==> src/rtl/rat_int_pkg.sv <==
// Shared types for the RAT CPU interrupt sequencer.
`timescale 1ns/1ps
package rat_int_pkg;

    typedef enum logic [1:0] {
        RUN     = 2'd0,
        ENTER   = 2'd1,
        RESTORE = 2'd2
    } int_state_t;

    localparam int SYNC_STAGES_DEF = 2;

endpackage

==> src/rtl/int_sync_edge.sv <==
// INTR synchroniser with rising-edge or level detection; emits a one-cycle set pulse.
`timescale 1ns/1ps
module int_sync_edge
    import rat_int_pkg::*;
#(
    parameter int SYNC_STAGES = SYNC_STAGES_DEF,
    parameter int EDGE_TRIG   = 1
) (
    input  logic clk,
    input  logic rst_n,
    input  logic intr,
    output logic set
);

    logic [SYNC_STAGES-1:0] sync_r;
    logic                   edge_r;
    logic [SYNC_STAGES:0]   fill_r;
    logic                   set_s;

    // fill_r tracks when the sync chain and edge register hold real samples, so a line
    // already high across reset is not mistaken for a fresh rising edge.
    always_ff @(posedge clk) begin
        if (!rst_n) begin
            sync_r <= '0;
            edge_r <= 1'b0;
            fill_r <= '0;
        end else begin
            sync_r <= {sync_r[SYNC_STAGES-2:0], intr};
            edge_r <= sync_r[SYNC_STAGES-1];
            fill_r <= {fill_r[SYNC_STAGES-1:0], 1'b1};
        end
    end

    // Set event: qualified rising edge, or plain synchronised level.
    always_comb begin
        set_s = 1'b0;
        if (EDGE_TRIG != 0) begin
            set_s = fill_r[SYNC_STAGES] & sync_r[SYNC_STAGES-1] & ~edge_r;
        end else begin
            set_s = sync_r[SYNC_STAGES-1];
        end
    end

    assign set = set_s;

endmodule

==> src/rtl/int_flag_sequencer.sv <==
// Interrupt entry/return sequencer: pending latch, I flag and the RUN/ENTER/RESTORE FSM
// that drives the C/Z flag block shadow load and restore strobes.
`timescale 1ns/1ps
module int_flag_sequencer
    import rat_int_pkg::*;
#(
    parameter int SYNC_STAGES = SYNC_STAGES_DEF,
    parameter int EDGE_TRIG   = 1
) (
    input  logic clk,
    input  logic RST_N,
    input  logic INTR,
    input  logic INSTR_DONE,
    input  logic I_SET,
    input  logic I_CLR,
    input  logic RETIE,
    output logic INT_TAKE,
    output logic FLG_SHAD_LD,
    output logic FLG_LD_SEL,
    output logic RST_C_LD,
    output logic RST_Z_LD,
    output logic I_FLAG,
    output logic INT_PENDING
);

    int_state_t state_r;
    int_state_t state_s;
    logic       pending_r;
    logic       i_flag_r;
    logic       set_s;

    int_sync_edge #(
        .SYNC_STAGES (SYNC_STAGES),
        .EDGE_TRIG   (EDGE_TRIG)
    ) u_sync (
        .clk   (clk),
        .rst_n (RST_N),
        .intr  (INTR),
        .set   (set_s)
    );

    // State register.
    always_ff @(posedge clk) begin
        if (!RST_N) begin
            state_r <= RUN;
        end else begin
            state_r <= state_s;
        end
    end

    // Next state: RETIE wins over a pending interrupt at the same boundary.
    always_comb begin
        state_s = RUN;
        case (state_r)
            RUN: begin
                if (INSTR_DONE && RETIE) begin
                    state_s = RESTORE;
                end else if (INSTR_DONE && pending_r && i_flag_r) begin
                    state_s = ENTER;
                end else begin
                    state_s = RUN;
                end
            end
            ENTER:   state_s = RUN;
            RESTORE: state_s = RUN;
            default: state_s = RUN;
        endcase
    end

    // Moore strobes decoded from the state register only.
    always_comb begin
        INT_TAKE    = 1'b0;
        FLG_SHAD_LD = 1'b0;
        FLG_LD_SEL  = 1'b0;
        RST_C_LD    = 1'b0;
        RST_Z_LD    = 1'b0;
        case (state_r)
            ENTER: begin
                INT_TAKE    = 1'b1;
                FLG_SHAD_LD = 1'b1;
            end
            RESTORE: begin
                FLG_LD_SEL = 1'b1;
                RST_C_LD   = 1'b1;
                RST_Z_LD   = 1'b1;
            end
            default: begin
                INT_TAKE = 1'b0;
            end
        endcase
    end

    // Pending latch: a set event in the ENTER cycle keeps the request for the next boundary.
    always_ff @(posedge clk) begin
        if (!RST_N) begin
            pending_r <= 1'b0;
        end else if (set_s) begin
            pending_r <= 1'b1;
        end else if (state_r == ENTER) begin
            pending_r <= 1'b0;
        end else begin
            pending_r <= pending_r;
        end
    end

    // I flag: sequencer actions override SEI/CLI, and CLI beats SEI.
    always_ff @(posedge clk) begin
        if (!RST_N) begin
            i_flag_r <= 1'b0;
        end else if (state_r == ENTER) begin
            i_flag_r <= 1'b0;
        end else if (state_r == RESTORE) begin
            i_flag_r <= 1'b1;
        end else if (I_CLR) begin
            i_flag_r <= 1'b0;
        end else if (I_SET) begin
            i_flag_r <= 1'b1;
        end else begin
            i_flag_r <= i_flag_r;
        end
    end

    assign I_FLAG      = i_flag_r;
    assign INT_PENDING = pending_r;

endmodule
==> config.mk <==
export PLATFORM = sky130hd
export DESIGN_NAME = int_flag_sequencer
export DESIGN_NICKNAME = d
export VERILOG_FILES = /design/src/rtl/rat_int_pkg.sv /design/src/rtl/int_sync_edge.sv /design/src/rtl/int_flag_sequencer.sv
export SDC_FILE = /design/constraint.sdc
export NUM_CORES = 1
export LEC_CHECK = 0
export CAP_MARGIN = 0
export CORE_AREA = 2 2 39 41
export DETAILED_ROUTE_END_ITERATION = 16
export DIE_AREA = 0 0 41 43
export PLACE_DENSITY = 0.53
export SYNTH_ARGS = -nofsm -noshare
export SYNTH_HDL_FRONTEND = slang
export SYNTH_SLANG_ARGS = --single-unit
==> constraint.sdc <==
create_clock -name clk -period 0.95 [get_ports clk]
set_input_delay 0.19 -clock clk [delete_from_list [all_inputs] [get_ports clk]]
set_output_delay 0.19 -clock clk [all_outputs]
set_load 0.1 [all_outputs]
### Word-level counts from Yosys, hierarchy flattened

Cells that the tools add are included.

| storage, ports and cells | value |
|---|---|
| logic and storage cells | 34 |
| bits in read-only memories | 0 |
| bits in registers | 10 |
| output and inout port bits | 7 |
| bits in writable memories | 0 |
| latch bits | 0 |
| memories | 0 |
| input bits | 7 |

| operators by class | value |
|---|---|
| divide/modulo/power cells | 0 |
| bitwise gates (word level) | 5 |
| reduce and logical (&&, ||, !) cells | 9 |
| $mul | 0 |
| mux-type cells | 10 |
| add/sub/neg operators | 0 |
| eq/ne operators | 2 |
| order comparisons | 0 |
| shifts and indexed selects | 0 |

Operator list:

| cell | count |
|---|---|
| 1-bit 2-to-1 mux | 9 |
| 1-bit logical AND | 3 |
| 1-bit inverter | 3 |
| 3-bit nonzero test | 1 |
| 3-bit OR reduction | 1 |
| 1-bit AND | 2 |
| 2-bit by 1-bit equality test with 1-bit output, second input constant | 1 |
| 2-bit equality test, second input constant | 1 |
| 2-bit logical NOT | 1 |
| 2-bit 2-to-1 mux | 1 |
| 2-bit AND reduction | 1 |
| 2-bit nonzero test | 1 |
| 2-bit OR reduction | 1 |

### Longest topological paths before layout

Gate-level depths: netlist of run 1.

| logic depth | value |
|---|---|
| depth in word-level cells | 4 |
| gate-level depth with buffers | 3 |

### By module

A second synthesis of run 1 with hierarchy kept.

| unflattened totals | value |
|---|---|
| cell total of the unflattened synthesis | 32 |
| area, all modules | 344.1 µm² |

By module, submodules not included:

| module | area each (µm²) | instances | cells each |
|---|---|---|---|
| int_flag_sequencer | 183.9 | 1 | 20 |
| int_sync_edge | 160.2 | 1 | 12 |

### Worst setup path after synthesis of run 1

OpenSTA, ideal clock, no wires.

| timing path | value |
|---|---|
| path kind | flip-flop to output port |
| start | register state_r[1] |
| end | output port RST_C_LD |
| stages on the path, launching flop included | 3 |
| setup slack | -0.804 ns |
| path buffers | 1 |
| data required time | 0.760 ns |
| data arrival time | 1.564 ns |
| path through | dfxtp_1 and2b_1 buf_4 |

| between the ends | value |
|---|---|
| word-level cells in the longest chain between the ends | 2 |

Ends and longest elaborated chain:

| item | line | RTL |
|---|---|---|
| start, declared | int_flag_sequencer.sv:26 | `int_state_t state_r;` |
| start signal, assigned | int_flag_sequencer.sv:47 | `state_r <= state_s;` |
| 2-bit equality test | n/a |  |
| 1-bit 2-to-1 mux | n/a |  |
| end, declared | int_flag_sequencer.sv:20 | `output logic RST_C_LD,` |

Every way passes these cells.

### Worst setup path after layout of run 1

| timing path | value |
|---|---|
| start | register state_r[0] |
| end | output port RST_C_LD |

| between the ends | value |
|---|---|
| word-level cells in the longest chain between the ends | 2 |

Ends and longest elaborated chain:

| item | line | RTL |
|---|---|---|
| 2-bit equality test | int_flag_sequencer.sv:77 | `case (state_r)` |
| 1-bit 2-to-1 mux | int_flag_sequencer.sv:77 |  |

Every way passes these cells.

==> implementation parameters, run 1 <==
Parameter                              Value

Routing
  Aggregate routed wire length ... 589 µm
  Number of detailed-routing iterations run before antenna repair ... 2
  Initial detailed-routing violation count ... 3
  Vias/cell ... 3.985
  Vias ... 271
  Count of antenna-violating nets left after detailed routing ... 0
  Post-detailed-route DRC marker count ... 0
  Average wire length per cell after detail routing ... 8.662 µm

Worst setup path
  Top Family by Delay on Critical Path ... flip-flops
  WP data arrival ... 1.08 ns
  Cell at the slowest stage of the critical path ... dfxtp_2
  Crit path max fanout ... 4
  Chain of cells forming the critical path ... and2b_4 > buf_12
  Setup slack on the worst flop-to-flop path ... -0.15 ns
  WP data required ... 0.76 ns
  Worst r2r src ... state_r[0]
  Buffers plus inverters on the worst setup path ... 1
  Kind of critical path ... register to primary output
  Length in cells of the worst reg-to-reg path ... 5
  R2R Path End ... I_FLAG
  Nature of the critical path endpoint ... primary output
  Maximum cell stage delay along the critical path ... 0.32 ns
  Sort of element at the start of the critical path ... register

Final layout
  Area delta synth->final ... 80.29%
  Layout cell share with drive strength beyond 1 ... 48.08%
  Final standard cell count with taps included and fillers excluded ... 68
  Final #Nets ... 61
  Utilization after layout ... 45.48%
  Count of antenna diodes in the layout ... 0
  Area used by multi-input combinational logic ... 125.1 µm²
  Filler cells ... 130
  Total area of sequential cells ... 205.2 µm²

Power and ir drop
  P per Cell Area ... 1393 nW/µm²
  Power after layout ... 876.5 µW
  Peak VDD IR ... 0.0005818 V
  Pleak ... 0.2606 nW

STA
  Pins Over Slew Limit ... 0
  Relative slew slack ... 86.09%
  Unrepaired setup endpoints after global routing ... yes
  Number of failing setup endpoints in the final timing report ... 8
  Number of hold-slack violations in the final timing report ... 0
  Max Freq ... 788.8 MHz
  Fin worst setup slack ... -0.3177 ns
  Slew at the pin closest to its max-slew limit ... 0.2082 ns
  Final clock skew ... 0.0009389 ns
  Crit path time final ... 1.268 ns
  Final critical-path share of the clock period ... 133.4%

Run status
  Result of the run ... complete, but fails checks
  Violated checks ... negative setup slack

Logic synthesis
  FF+latch count, synth ... 10
  Cell types occupying the most area after synthesis ... dfxtp_1 (57%), and2_1 (11%), buf_4 (6.5%), nor3_2 (5.7%), nor2b_4 (3.9%)
  Register area share after synthesis ... 57.35%
  Most area-hungry cell type in the Yosys netlist ... dfxtp_1
  Mean instance size in the synthesized netlist ... 10.58 µm²
  Cell with the most instances after synthesis ... dfxtp_1
  Number of flops mapped to enable cells by yosys ... 0
  Area fraction of the dominant cell type after synthesis ... 57.35%
  Unique cell type count in the Yosys netlist ... 13
  Post-synth top flop ... dfxtp_1
  Post-synthesis async set-or-reset flop share ... 0%
  Post-synthesis instance total ... 33
  Number of nets in the synthesized netlist ... 40
  Warning count from the yosys run ... 0
  List of most frequent post-synthesis cells ... dfxtp_1 (10), and2_1 (6), buf_4 (3), nor2_1 (3)
  Post-synth design cell area ... 349.1 µm²

Global routing
  Initial antenna violation count ... 0
  Via count of the first global-routing pass ... 253
  Global-route wire length before repair ... 938 µm
  Aggregate global-route resource usage ... 7.996%
  Largest net degree at the start of global routing ... 7
  Residual overflow from global routing ... 0

Worst hold path
  Cell depth of the worst hold path ... 1
  Endpoint of the worst hold path ... u_sync.fill_r[2]
  Worst Hold Class ... register to register
  Hold_sp ... u_sync.fill_r[1]

Clock network
  CTS root buffer ... clkbuf_4
  Clock latency reported for the late side of the worst-skew pair ... 0.25 ns
  CTS tree ... done
  Number of CTS-inserted buffers ... 3
  Hold_buf cts ... 0
  Clock net sink count ... 10
  Clock Tree Buf Depth ... 2
  # H-tree levels ... 1
  Clock-pin transition on the worst setup and hold timing paths ... 0.06 ns

Flow run
  # Max-Cap Violations ... 0

Floorplanning
  Die outline area ... 1763 µm²
  # rows ... 14
  Top-level I/O count ... 14
  Die extent in x ... 41 µm
  Initial standard-cell utilization of the core ... 25.23%
  Floorplan core area ... 1384 µm²
  Vert. Die Dim ... 43 µm

Placed design
  Number of instances in the placed design ... 61
  Placer's final routability congestion estimate ... 0.6158
  Port Buffer Count ... 13
  Place WS ... -0.09301 ns
  Detailed placer's ending HPWL ... 451.9 µm
layer usage:
metal	global-route usage (%)	vias up	part of all wire, %	routed length (µm)
li1	-	141	-	-
met1	10.23	122	47	276
met2	10.31	8	48	284
met3	3.141	0	4.8	28
met4	6.000	0	0	0
met5	0	-	0	0
through the flow:
stage | cell area [µm²] | hold WS, ns | TNS, ns
after floorplan | 380.4 | 0.2177 | -1.872
final | 629.4 | 0.4298 | -1.695
after CTS | 606.8 | 0.4313 | -1.647
after detailed placement | 568.0 | 0.4188 | -0.8453
after global routing | 629.4 | 0.4407 | -2.029
after global placement | 568.0 | 0.4157 | -0.8148
flip-flops by register name, indices dropped and copies added (netlist names):
signal         flops
I_FLAG             1
u_sync.sync_r      2
INT_PENDING        1
u_sync.edge_r      1
state_r            2
u_sync.fill_r      3
area by class of cell:
cell class | instances | share of cell area (%)
clock buffers | 3 | 3.579
inverters | 2 | 1.193
repair buffers | 19 | 39.56
flip-flops and latches | 10 | 32.60
multi-input cells | 18 | 19.88
well taps | 16 | 3.181
how the worst max path moves through the flow:
stage	start	cells after the start	to	slack, ns
5_1_grt	state_r[0]	2	RST_Z_LD	-0.36
3_5_place_dp	RST_N	3	state_r[0]	-0.09
6_report	state_r[0]	2	RST_C_LD	-0.32
4_1_cts	state_r[0]	2	RST_C_LD	-0.33
2_1_floorplan	state_r[0]	2	INT_TAKE	-0.40
3_3_place_gp	RST_N	3	state_r[0]	-0.09
power by group:
group / internal [mW] / switching [mW] / leakage (nW) / total, mW
combinational: 0.0748 / 0.0880 / 0.163 / 0.163
clock: 0.145 / 0.124 / 0.0138 / 0.269
sequential: 0.437 / 0.00770 / 0.0840 / 0.444
total: 0.657 / 0.220 / 0.261 / 0.876
layout by cell type (no fill, tap or decap):
cell and count:
nor2b_4 1, nand3b_1 1, o21ai_2 1, inv_1 2, clkbuf_4 3, o21a_1 1, nand2_1 1, nor2_1 3
buf_4 5, dfxtp_1 6, dfxtp_2 4, and2b_4 1, and2_1 6, nor3_2 2, clkdlybuf4s50_1 6, nand3_1 1
buf_12 7, buf_6 1
cell families (layout without fill, tap and decap cells):
kind of cell	Yosys count	in the layout	share of synthesized area, %
AND/OR/NAND/NOR	16	16	30.47
flip-flops	10	10	57.35
buffers and inverters	5	24	8.602
AO/OA/AOI/OAI	2	2	3.584
repair_timing:
item,in CTS,in global routing
buffers inserted,2,2
resized for setup,1,2
endpoints found under the setup margin,7,9
No activity file was read; power rests on OpenSTA's default activity.
==> inputs of run 2 (changes only) <==
==> constraint.sdc (replaced) <==
create_clock -name clk -period 0.95 [get_ports clk]
set_input_delay 0.19 -clock clk [delete_from_list [all_inputs] [get_ports clk]]
set_output_delay 0.19 -clock clk [all_outputs]
set_load 0.05 [all_outputs]
==> implementation parameters, run 2 (synthesis gave the netlist of run 1 again) <==
Parameter                              Value

Routing
  Average wire length per cell after detail routing ... 9.768 µm (was 8.662 µm)
  Vias/cell ... 3.855 (was 3.985)
  Aggregate routed wire length ... 674 µm (was 589 µm)
  Count of antenna-violating nets left after detailed routing ... 0 (unchanged)
  Post-detailed-route DRC marker count ... 0 (unchanged)
  Initial detailed-routing violation count ... 2 (was 3)
  Number of detailed-routing iterations run before antenna repair ... 3 (was 2)
  Vias ... 266 (was 271)

Flow run
  # Max-Cap Violations ... 0 (unchanged)

Final layout
  Max FFs per register ... 3 (unchanged)
  Final #Nets ... 61 (unchanged)
  Largest registers in the final layout ... u_sync.fill_r x3, state_r x2, u_sync.sync_r x2 (unchanged)
  Utilization after layout ... 46.47% (was 45.48%)
  Commonest cells after routing, fill and taps aside ... buf_12 (7), and2_1 (6), clkdlybuf4s50_1 (6), dfxtp_1 (6), buf_4 (5) (unchanged)
  Most common cell after layout, fill and taps aside ... buf_12 (unchanged)
  Filler cells ... 135 (was 130)
  Area delta synth->final ... 84.23% (was 80.29%)
  Post-route standard cell area excluding fillers ... 643.1 µm² (was 629.4 µm²)
  Layout cell share with drive strength beyond 1 ... 49.06% (was 48.08%)
  Largest register by flop count ... u_sync.fill_r (unchanged)
  Count of antenna diodes in the layout ... 0 (unchanged)

STA
  Number of hold-slack violations in the final timing report ... 0 (unchanged)
  Number of failing setup endpoints in the final timing report ... 7 (was 8)
  Final critical-path share of the clock period ... 129.4% (was 133.4%)
  Unrepaired setup endpoints after global routing ... yes (unchanged)
  Crit path time final ... 1.229 ns (was 1.268 ns)
  Final clock skew ... 0.001531 ns (was 0.0009389 ns)
  Pins Over Slew Limit ... 0 (unchanged)
  Fin worst setup slack ... -0.2795 ns (was -0.3177 ns)
  Relative slew slack ... 86.76% (was 86.09%)
  Max Freq ... 813.3 MHz (was 788.8 MHz)
  Hold slack final ... 0.4334 ns (was 0.4298 ns)
  Slew at the pin closest to its max-slew limit ... 0.1982 ns (was 0.2082 ns)

Run status
  Result of the run ... complete, but fails checks (unchanged)
  Violated checks ... negative setup slack (unchanged)

Clock network
  CTS tree ... done (unchanged)
  CTS root buffer ... clkbuf_4 (unchanged)
  Clock Tree Buf Depth ... 2 (unchanged)
  Clock net sink count ... 10 (unchanged)
  Clock-pin transition on the worst setup and hold timing paths ... 0.07 ns (was 0.06 ns)
  # H-tree levels ... 1 (unchanged)
  Clock latency reported for the late side of the worst-skew pair ... 0.26 ns (was 0.25 ns)
  Number of CTS-inserted buffers ... 3 (unchanged)

Placed design
  Place WS ... -0.1326 ns (was -0.09301 ns)
  Area of placed instances ... 565.5 µm² (was 568.0 µm²)
  Detailed placer's ending HPWL ... 464.5 µm (was 451.9 µm)
  Port Buffer Count ... 13 (unchanged)
  Placer's final routability congestion estimate ... 0.6304 (was 0.6158)

Global routing
  Initial antenna violation count ... 0 (unchanged)
  Aggregate global-route resource usage ... 8.367% (was 7.996%)
  Via count of the first global-routing pass ... 239 (was 253)
  Global-route wire length before repair ... 972 µm (was 938 µm)
  Residual overflow from global routing ... 0 (unchanged)
  Largest net degree at the start of global routing ... 7 (unchanged)

Worst setup path
  WP data required ... 0.76 ns (about the same)
  Crit path max fanout ... 4 (unchanged)
  Sort of element at the start of the critical path ... register (unchanged)
  Kind of critical path ... register to primary output (unchanged)
  Nature of the critical path endpoint ... primary output (unchanged)
  WP data arrival ... 1.04 ns (was 1.08 ns)

Power and ir drop
  P per Cell Area ... 1485 nW/µm² (was 1393 nW/µm²)
  Comb pwr share ... 14.0% (was 18.6%)
  Peak VDD IR ... 0.0007632 V (was 0.0005818 V)
  Pleak ... 0.2677 nW (was 0.2606 nW)
  Share of total power in sequential cells ... 46.5% (was 50.7%)
  Net switching power ... 210.1 µW (was 219.7 µW)
  Clock network power share ... 39.5% (was 30.7%)
  Cell internal power dissipation ... 745.0 µW (was 656.7 µW)
  Power after layout ... 955.1 µW (was 876.5 µW)
  Switching power as a share of total power ... 21.99% (was 25.07%)

Floorplanning
  Initial standard-cell utilization of the core ... 25.23% (unchanged)
  Vert. Die Dim ... 43 µm (unchanged)
  # rows ... 14 (unchanged)
  Top-level I/O count ... 14 (unchanged)
  Die outline area ... 1763 µm² (unchanged)
  Die extent in x ... 41 µm (unchanged)
  Floorplan core area ... 1384 µm² (unchanged)

Worst hold path
  Worst Hold Class ... register to register (unchanged)
[run 2: layout make-up]
| type | count | area (µm²) | share of cell area [%] |
|---|---|---|---|
| clock buffers | 4 | 36.28 | 5.642 |
| multi-input cells | 18 | 125.1 | 19.46 |
| repair buffers | 19 | 249.0 | 38.72 |
| flip-flops and latches | 10 | 205.2 | 31.91 |
| inverters | 2 | 7.507 | 1.167 |
| well taps | 16 | 20.02 | 3.113 |
[run 2: stage by stage]
step           TNS (ns)  cells
2_1_floorplan   -0.5542     33
3_3_place_gp    -0.6585     61
3_5_place_dp    -0.8960     61
4_1_cts          -1.604     70
5_1_grt          -1.632     69
6_report         -1.401     69
[run 2: what timing repair did]
| item | in CTS | in global routing |
|---|---|---|
| setup buffers | 5 | 0 |
| endpoints found under the setup margin | 7 | 9 |
| resized for setup | 3 | 2 |
| hold buffers | 0 | 0 |
| pin swaps | 0 | 1 |
[run 2: metal layers]
layer	up-vias	track usage (%)	wire length [µm]
li1	140	-	-
met4	0	6.000	0
met1	112	11.07	299
met3	0	1.571	66
met2	14	11.56	307
met5	-	0	0
[run 2: worst paths after layout]
kind | slack [ns] | to | from | cells past startpoint
worst min-delay path | 0.43 | u_sync.fill_r[1] | u_sync.fill_r[0] | 1
worst max register to register | -0.05 | I_FLAG | state_r[0] | 4
worst max-delay path | -0.28 | RST_Z_LD | state_r[0] | 2
worst min register to register | 0.43 | u_sync.fill_r[1] | u_sync.fill_r[0] | 1
[run 2: power by group through the flow]
stage | logic, mW | registers [mW] | clock network [mW]
2_1_floorplan | 0.0438 | 0.462 | 0
3_3_place_gp | 0.126 | 0.454 | 0
3_5_place_dp | 0.126 | 0.454 | 0
4_1_cts | 0.134 | 0.444 | 0.390
5_1_grt | 0.141 | 0.445 | 0.413
6_report | 0.134 | 0.444 | 0.378
[run 2: critical path, stage by stage, from the launching register on]
cell     delay (ns)
dfxtp_2        0.32
and2b_4        0.31
buf_12         0.15
==> inputs of run 3 (changes only) <==
PLACE_DENSITY = 0.54   (was 0.53)
==> implementation parameters, run 3 (synthesis gave the netlist of run 1 again) <==
Parameter                              Value

Global routing
  Aggregate global-route resource usage ... 9.073% (was 8.367%)
  Residual overflow from global routing ... 0 (unchanged)
  Largest net degree at the start of global routing ... 9 (was 7)
  Initial antenna violation count ... 0 (unchanged)
  Via count of the first global-routing pass ... 241 (was 239)
  Global-route wire length before repair ... 1014 µm (was 972 µm)

Worst hold path
  Endpoint of the worst hold path ... u_sync.sync_r[1] (was u_sync.fill_r[1])
  Cell depth of the worst hold path ... 1 (unchanged)
  Worst Hold Class ... register to register (unchanged)
  Hold_sp ... u_sync.sync_r[0] (was u_sync.fill_r[0])

Floorplanning
  Vert. Die Dim ... 43 µm (unchanged)
  Initial standard-cell utilization of the core ... 25.23% (unchanged)
  Floorplan core area ... 1384 µm² (unchanged)
  Die outline area ... 1763 µm² (unchanged)
  # rows ... 14 (unchanged)
  Top-level I/O count ... 14 (unchanged)
  Die extent in x ... 41 µm (unchanged)

STA
  Fin worst setup slack ... -0.2855 ns (was -0.2795 ns)
  Relative slew slack ... 87.80% (was 86.76%)
  TNS Setup ... -1.510 ns (was -1.401 ns)
  Hold slack final ... 0.4327 ns (was 0.4334 ns)
  Crit path time final ... 1.235 ns (was 1.229 ns)
  Slew at the pin closest to its max-slew limit ... 0.1826 ns (was 0.1982 ns)
  Final clock skew ... 0.002782 ns (was 0.001531 ns)
  Unrepaired setup endpoints after global routing ... yes (unchanged)
  Number of failing setup endpoints in the final timing report ... 7 (unchanged)
  Number of hold-slack violations in the final timing report ... 0 (unchanged)
  Final critical-path share of the clock period ... 130.1% (was 129.4%)
  Pins Over Slew Limit ... 0 (unchanged)
  Max Freq ... 809.4 MHz (was 813.3 MHz)

Final layout
  Post-route standard cell area excluding fillers ... 635.6 µm² (was 643.1 µm²)
  Most common cell after layout, fill and taps aside ... buf_12 (unchanged)
  Filler cells ... 135 (unchanged)
  Area delta synth->final ... 82.08% (was 84.23%)
  Layout cell share with drive strength beyond 1 ... 46.15% (was 49.06%)
  Final #Nets ... 60 (was 61)
  Max FFs per register ... 3 (unchanged)
  Largest registers in the final layout ... u_sync.fill_r x3, state_r x2, u_sync.sync_r x2 (unchanged)
  Count of antenna diodes in the layout ... 0 (unchanged)
  Final standard cell count with taps included and fillers excluded ... 68 (was 69)
  Commonest cells after routing, fill and taps aside ... buf_12 (7), and2_1 (6), clkdlybuf4s50_1 (6), dfxtp_1 (6), dfxtp_2 (4) (was buf_12 (7), and2_1 (6), clkdlybuf4s50_1 (6), dfxtp_1 (6), buf_4 (5))
  Largest register by flop count ... u_sync.fill_r (unchanged)

Worst setup path
  WP data required ... 0.76 ns (about the same)
  WP data arrival ... 1.05 ns (was 1.04 ns)
  Length in cells of the worst reg-to-reg path ... 5 (was 4)
  Sort of element at the start of the critical path ... register (unchanged)
  R2R Path End ... I_FLAG (unchanged)
  Setup slack on the worst flop-to-flop path ... -0.12 ns (was -0.05 ns)
  Nature of the critical path endpoint ... primary output (unchanged)
  Crit path max fanout ... 4 (unchanged)
  Worst r2r src ... state_r[0] (unchanged)
  Kind of critical path ... register to primary output (unchanged)

Clock network
  Clock Tree Buf Depth ... 2 (unchanged)
  CTS root buffer ... clkbuf_4 (unchanged)
  Clock-pin transition on the worst setup and hold timing paths ... 0.06 ns (was 0.07 ns)
  Number of CTS-inserted buffers ... 3 (unchanged)
  Hold_buf cts ... 0 (unchanged)
  # H-tree levels ... 1 (unchanged)
  CTS tree ... done (unchanged)
  Clock latency reported for the late side of the worst-skew pair ... 0.27 ns (was 0.26 ns)
  Clock net sink count ... 10 (unchanged)

Routing
  Vias/cell ... 4.015 (was 3.855)
  Number of detailed-routing iterations run before antenna repair ... 4 (was 3)
  Count of antenna-violating nets left after detailed routing ... 0 (unchanged)
  Average wire length per cell after detail routing ... 9.309 µm (was 9.768 µm)
  Vias ... 273 (was 266)
  Post-detailed-route DRC marker count ... 0 (unchanged)
  Initial detailed-routing violation count ... 1 (was 2)
  Aggregate routed wire length ... 633 µm (was 674 µm)

Placed design
  Number of instances in the placed design ... 60 (was 61)
  Detailed placer's ending HPWL ... 458.7 µm (was 464.5 µm)
  Port Buffer Count ... 13 (unchanged)
  Placer's final routability congestion estimate ... 0.6565 (was 0.6304)
  Area of placed instances ... 558.0 µm² (was 565.5 µm²)

Power and ir drop
  P per Cell Area ... 1494 nW/µm² (was 1485 nW/µm²)
  Pleak ... 0.2621 nW (was 0.2677 nW)
  Peak VDD IR ... 0.0006139 V (was 0.0007632 V)
  Power after layout ... 949.6 µW (was 955.1 µW)

Run status
  Violated checks ... negative setup slack (unchanged)
  Result of the run ... complete, but fails checks (unchanged)

Flow run
  # Max-Cap Violations ... 0 (unchanged)
-- run 3: through the flow --
stage	utilization (%)	setup slack, ns
after global routing	45.93	-0.3166
after global placement	40.33	-0.08385
after CTS	44.85	-0.2959
after floorplan	-	-0.1301
final	45.93	-0.2855
after detailed placement	40.33	-0.08819
-- run 3: where the power goes --
group / leakage, nW / internal, mW / switching (mW)
combinational: 0.157 / 0.0717 / 0.0552
clock: 0.0210 / 0.233 / 0.145
sequential: 0.0840 / 0.437 / 0.00805
-- run 3: per-layer routing --
layer / up-vias / wire length (µm) / GRT usage (%)
met3: 2 / 40 / 3.141
met4: 0 / 21 / 8.000
li1: 138 / - / -
met1: 122 / 260 / 10.75
met2: 11 / 311 / 12.19
met5: - / 0 / 0
-- run 3: critical path: stages, from the launching register on --
cell and delay [ns]:
dfxtp_2 0.32, and2b_4 0.31, buf_12 0.15
-- run 3: repair_timing --
item,4_1_cts,5_1_grt
buffers inserted,3,1
hold endpoints to repair,0,0
pin swaps,0,1
gates resized for setup,3,2
endpoints found under the setup margin,7,9
-- run 3: final cells by class --
class | count | area (µm²) | area share, %
timing repair buffer | 18 | 245.2 | 38.58
clock buffer | 4 | 36.28 | 5.709
inverter | 2 | 7.507 | 1.181
tap | 16 | 20.02 | 3.150
sequential | 10 | 205.2 | 32.28
multi-input combinational | 18 | 121.4 | 19.09
-- run 3: worst max-delay path by stage --
stage	to	slack, ns	startpoint	cells after the start
final	RST_C_LD	-0.29	state_r[0]	2
after detailed placement	I_FLAG	-0.09	I_SET	4
after CTS	RST_C_LD	-0.30	state_r[0]	2
after global placement	INT_PENDING	-0.08	RST_N	3
after global routing	RST_C_LD	-0.32	state_r[0]	2
after floorplan	INT_TAKE	-0.13	state_r[0]	2
